### src/rtl/comparator32_sar_search_if.sv
`default_nettype none
// ============================================================================
//  Module   : comparator32_sar_search_if
//  Purpose  : Start/status and comparator-flag bundle for the SAR search engine
//  Revision : 1.0  initial release
// ============================================================================
interface comparator32_sar_search_if #(
   parameter int WIDTH = 32
);
   logic             start_i;
   logic             gt_i;
   logic             lt_i;
   logic             eq_i;
   logic [WIDTH-1:0] probe_o;
   logic             busy_o;
   logic             done_o;
   logic             found_o;
   logic             error_o;
   logic [WIDTH-1:0] result_o;

   // Engine side
   modport slave (
      input  start_i, gt_i, lt_i, eq_i,
      output probe_o, busy_o, done_o, found_o, error_o, result_o
   );

   // Controller / comparator side
   modport master (
      output start_i, gt_i, lt_i, eq_i,
      input  probe_o, busy_o, done_o, found_o, error_o, result_o
   );
endinterface
`default_nettype wire

### src/rtl/comparator32_sar_search.sv
`default_nettype none
// ============================================================================
//  Module   : comparator32_sar_search
//  Purpose  : Successive-approximation recovery of a value seen only via a comparator
//  Revision : 1.0  initial release
// ============================================================================
module comparator32_sar_search #(
   parameter int WIDTH = 32
) (
   input  logic                          clk_i,
   input  logic                          rst_n_i,
   comparator32_sar_search_if.slave      bus
);

   localparam logic [1:0]       c_st_idle   = 2'd0;
   localparam logic [1:0]       c_st_probe  = 2'd1;
   localparam logic [1:0]       c_st_verify = 2'd2;
   localparam logic [1:0]       c_st_done   = 2'd3;
   localparam logic [WIDTH-1:0] c_msb       = {1'b1, {(WIDTH-1){1'b0}}};

   logic [1:0]       r_state;
   logic [WIDTH-1:0] r_probe;
   logic [WIDTH-1:0] r_mask;      // one-hot marker of bit k under decision
   logic [WIDTH-1:0] r_result;
   logic             r_found;
   logic             r_error;

   logic             w_onehot;
   logic [WIDTH-1:0] w_next_probe;

   always_comb begin
      w_onehot = 1'b0;
      case ({bus.gt_i, bus.lt_i, bus.eq_i})
         3'b100, 3'b010, 3'b001: w_onehot = 1'b1;
         default:                w_onehot = 1'b0;
      endcase
   end

   // Clear bit k when probe overshoots, then trial-set bit k-1 (empty when k==0).
   assign w_next_probe = (bus.gt_i ? (r_probe & ~r_mask) : r_probe) | (r_mask >> 1);

   always_ff @(posedge clk_i or negedge rst_n_i) begin
      if (!rst_n_i) begin
         r_state  <= c_st_idle;
         r_probe  <= '0;
         r_mask   <= '0;
         r_result <= '0;
         r_found  <= 1'b0;
         r_error  <= 1'b0;
      end else begin
         case (r_state)
            c_st_idle: begin
               if (bus.start_i) begin
                  r_probe <= c_msb;
                  r_mask  <= c_msb;
                  r_found <= 1'b0;
                  r_error <= 1'b0;
                  r_state <= c_st_probe;
               end
            end
            c_st_probe: begin
               if (!w_onehot) begin
                  r_error <= 1'b1;
                  r_found <= 1'b0;
                  r_state <= c_st_done;
               end else if (bus.eq_i) begin
                  r_result <= r_probe;
                  r_found  <= 1'b1;
                  r_state  <= c_st_done;
               end else begin
                  r_probe <= w_next_probe;
                  r_mask  <= r_mask >> 1;
                  if (r_mask[0]) begin
                     r_state <= c_st_verify;
                  end
               end
            end
            c_st_verify: begin
               r_result <= r_probe;
               r_found  <= bus.eq_i & w_onehot;
               if (!w_onehot) begin
                  r_error <= 1'b1;
               end
               r_state <= c_st_done;
            end
            c_st_done: begin
               r_state <= c_st_idle;
            end
            default: begin
               r_state <= c_st_idle;
            end
         endcase
      end
   end

   assign bus.probe_o  = r_probe;
   assign bus.result_o = r_result;
   assign bus.found_o  = r_found;
   assign bus.error_o  = r_error;
   assign bus.busy_o   = (r_state == c_st_probe) || (r_state == c_st_verify);
   assign bus.done_o   = (r_state == c_st_done);

endmodule
`default_nettype wire

### src/flat_wrapper.sv
// flat-port wrapper written by rule: the top's interface ports become plain ports
module comparator32_sar_search_flat 
#(
   parameter int WIDTH = 32
)
  (clk_i, rst_n_i, bus_start_i, bus_gt_i, bus_lt_i, bus_eq_i, bus_probe_o, bus_busy_o, bus_done_o, bus_found_o, bus_error_o, bus_result_o);
  comparator32_sar_search_if #(.WIDTH(WIDTH)) bus_i ();
  input  logic clk_i;
  input  logic rst_n_i;
  input wire logic [$bits(bus_i.start_i)-1:0] bus_start_i;
  input wire logic [$bits(bus_i.gt_i)-1:0] bus_gt_i;
  input wire logic [$bits(bus_i.lt_i)-1:0] bus_lt_i;
  input wire logic [$bits(bus_i.eq_i)-1:0] bus_eq_i;
  output wire logic [$bits(bus_i.probe_o)-1:0] bus_probe_o;
  output wire logic [$bits(bus_i.busy_o)-1:0] bus_busy_o;
  output wire logic [$bits(bus_i.done_o)-1:0] bus_done_o;
  output wire logic [$bits(bus_i.found_o)-1:0] bus_found_o;
  output wire logic [$bits(bus_i.error_o)-1:0] bus_error_o;
  output wire logic [$bits(bus_i.result_o)-1:0] bus_result_o;
  assign bus_i.start_i = bus_start_i;
  assign bus_i.gt_i = bus_gt_i;
  assign bus_i.lt_i = bus_lt_i;
  assign bus_i.eq_i = bus_eq_i;
  assign bus_probe_o = bus_i.probe_o;
  assign bus_busy_o = bus_i.busy_o;
  assign bus_done_o = bus_i.done_o;
  assign bus_found_o = bus_i.found_o;
  assign bus_error_o = bus_i.error_o;
  assign bus_result_o = bus_i.result_o;
  comparator32_sar_search #(.WIDTH(WIDTH)) u_core (.clk_i(clk_i), .rst_n_i(rst_n_i), .bus(bus_i));
endmodule
### config.mk
export PLATFORM = sky130hd
export DESIGN_NAME = comparator32_sar_search_flat
export DESIGN_NICKNAME = d
export VERILOG_FILES = /design/src/rtl/comparator32_sar_search_if.sv /design/src/rtl/comparator32_sar_search.sv /design/src/flat_wrapper.sv
export SDC_FILE = /design/constraint.sdc
export NUM_CORES = 1
export LEC_CHECK = 0
export CAP_MARGIN = 10
export CORE_MARGIN = 2
export CORE_UTILIZATION = 45
export DETAILED_ROUTE_END_ITERATION = 8
export GPL_ROUTABILITY_DRIVEN = 1
export PLACE_DENSITY = 0.69
export SYNTH_ARGS = -nofsm -noshare
export SYNTH_HDL_FRONTEND = slang
export SYNTH_SLANG_ARGS = --single-unit
### constraint.sdc
create_clock -name clk_i -period 2.4 [get_ports clk_i]
set_input_delay 0.48 -clock clk_i [delete_from_list [all_inputs] [get_ports clk_i]]
set_output_delay 0.48 -clock clk_i [all_outputs]
set_load 0.01 [all_outputs]
==> results.toml, run 1 <==
[grt]
grt_max_degree = 47
grt_pass1_wl_um = 16700
grt_use_met2 = 0.3322
gr-usage-met3 = 0.03159
grt_util_all_layers = 0.2003
antenna_found_initial = 0
grt-ovfl-total = 0
top_usage_layer = "met2"
grt_util_met1 = 0.2635
grt_pass1_vias = 3414

[power_and_ir_drop]
ir_drop_v = 0.0003280
cellPowerDensity_nw_per_um2 = 840.2
power.static_leakage_nw = 2.347

[clocking]
cts_buffers = 9
path_clk_slew_ns = 0.10
hold_buffers = 0
cts_tree = "built"
clock_path_buffers = 2
cts_root_buf = "clkbuf_8"
clock_latency_ns = 0.37
htreeDepth = 3
cts.sinks = 100

[die]
dieArea_sq_um = 10660
die_w_um = 103.3
die_h_um = 103.3
row_count = 36
pin_count = 74
core_sq_um = 9684
initial_utilization = 0.4578

[synth]
synth_seq_area_share = 0.5645
yosysWarnings = 0
synth_top_area_share = 0.5645
synthTopCellsByArea = "dfrtp_1 56%, mux2_2 7.9%, a22o_1 6.3%, nand2_1 5.3%, o211ai_1 5.2%"
ys_ff_latch = 100
yosys.area.top_type = "dfrtp_1"
syn_nets = 407
ys_types = 37
synth_edf_count = 0
synth_area_per_cell_sq_um = 11.19
async_flop_share = 1.000
synth_top_cells_by_count = "100 x dfrtp_1, 63 x nand2_1, 32 x a22o_1"
ys.flop_type = "dfrtp_1"
synthCells = 396
synth_most_common_cell = "dfrtp_1"
netlist_area_sq_um = 4433

[timing]
fin_crit_sh = 0.9404
whs_ns = 0.07686
tightest_slew_ns = 0.6529
rsz0062_at_grt = "false"
min_period_ns = 2.257
setup_viol = 0
slew_violations = 0
finClkSkew_ns = 0.01148
fmax_mhz = 443.1
hold_violations = 0
maxSlewHeadroom = 0.5535

[layout]
final_cells = 601
multi_input_area_sq_um = 1777
n_fill_cell = 842
regArea_sq_um = 2504
drive_above_1_share = 0.1603
layout.nets = 474
diodes = 0
area_delta_synth_final_pct = 25.68

[worst_setup_path]
slowest_stage = "clkdlybuf4s50_1"
cp_max_fo = 5
crit_arrival_ns = 1.78
cp_top_family = "buffers and inverters"
cp_slowest_stage_delay_ns = 0.55
cp-end-kind = "output pin"
crit_chain = "inv_1 -> ha_1 -> clkdlybuf4s50_1"
start_kind = "flop"
required_ns = 1.92
worst-setup-path-type = "reg -> out"
crit_buf_inv = 2

[place]
gp_congestion = 0.8828
portBuffers = 73
placed_cells = 585
dp_hpwl_um = 6651

[routing]
antenna_left = 0
wire_per_inst_um = 16.79
post-route-drc-count = 0
dr_total_vias = 3417
vias_per_cell = 5.686
drtIter0Drc = 148
first_pass_iters = 5
totalWireLength_um = 10090

[outcome]
status = "complete, no violations"

[min_path]
hold_path.class = "in -> async"

[run]
max-cap-violations = 0
==> cell families after synthesis <==
logic type      Yosys count  share of synthesized area
simple gates            136                     0.1485
flops                   100                     0.5645
fa+ha+maj                 5                    0.01411
mux                      34                    0.08608
xor+xnor                  2                   0.003952
buf+inv                  40                    0.04008
compound gates           79                     0.1428
==> layout make-up <==
type | instances | area share
clock buffers | 12 | 0.02785
clock inverters | 4 | 0.006063
inverters | 4 | 0.002695
multi-input cells | 256 | 0.3189
flip-flops and latches | 100 | 0.4494
well taps | 133 | 0.02987
repair buffers | 92 | 0.1653
==> flip-flops by register name, summed over array words and instances (netlist names) <==
signal	count
u_core.bus.probe_o	32
u_core.bus.result_o	32
u_core.r_mask	32
u_core.r_state	2
u_core.bus.error_o	1
u_core.bus.found_o	1
==> worst reg2reg max path, cell delays in order (launching register included) <==
cell and delay, ns:
dfrtp_1 0.39, inv_1 0.11, ha_1 0.28, nor2b_1 0.17
buf_4 0.17, a2111oi_0 0.62, o32a_1 0.27
==> final timing paths <==
path	from	endpoint	slack (ns)	depth (start not counted)
min in group clk_i	u_core.bus.result_o[17]	u_core.bus.result_o[17]	0.51	1
max in group asynchronous	rst_n_i	u_core.r_mask[13]	1.69	2
worst max register to register	u_core.r_state[0]	u_core.bus.error_o	0.33	6
worst min register to register	u_core.bus.result_o[17]	u_core.bus.result_o[17]	0.51	1
worst max-delay path	u_core.r_state[0]	bus_busy_o	0.14	3
worst min-delay path	rst_n_i	u_core.bus.probe_o[26]	0.08	1
==> per-layer routing <==
metal  routed length, um  vias up
met4                 180        0
met2                5041       93
li1                    -     1593
met5                   0        -
met1                4419     1715
met3                 448       16
==> cells in the final DEF, fill, tap and decap left out, types with 5 or more instances in the layout <==
cell | synthesis | layout
nand3_1 | 31 | 31
nand2_1 | 63 | 63
buf_4 | 3 | 16
mux2_2 | 31 | 31
o211ai_1 | 31 | 31
clkbuf_8 | 0 | 11
nand4_1 | 31 | 31
clkdlybuf4s50_1 | 0 | 72
ha_1 | 5 | 5
dfrtp_1 | 100 | 99
a22o_1 | 32 | 32
==> power by group <==
part	switching (mW)	total [mW]	internal, mW
registers	0.137	1.99	1.85
logic	0.908	1.67	0.766
clock network	0.579	1.02	0.440
==> metrics by stage <==
stage / instance area [sq um] / utilization / setup WS (ns) / power (mW) / TNS [ns]
global placement: 5381 / 0.5557 / 0.04911 / 3.664 / 0
floorplan: 4433 / - / 0.6128 / 3.016 / 0
CTS: 5570 / 0.5752 / 0.1038 / 4.728 / 0
global route: 5572 / 0.5753 / 0.06023 / 4.951 / 0
finish: 5572 / 0.5753 / 0.1431 / 4.682 / 0
detailed placement: 5381 / 0.5557 / -0.01093 / 3.718 / -0.01093
==> timing repair <==
item / 4_1_cts / 5_1_grt
buffers inserted: 0 / 0
setup endpoints to repair: 0 / 1
gates resized for setup: 0 / 1
(Power assumes the default switching activity.)
==> run 2: changes to the inputs <==
--- a/config.mk
+++ b/config.mk
@@ -5,7 +5,7 @@
 export SDC_FILE = /design/constraint.sdc
 export NUM_CORES = 1
 export LEC_CHECK = 0
-export CAP_MARGIN = 10
+export CAP_MARGIN = 30
 export CORE_MARGIN = 2
 export CORE_UTILIZATION = 45
 export DETAILED_ROUTE_END_ITERATION = 8
==> results of run 2 <==
Same layout as run 1: the final DEF is identical, and so are final timing and power.
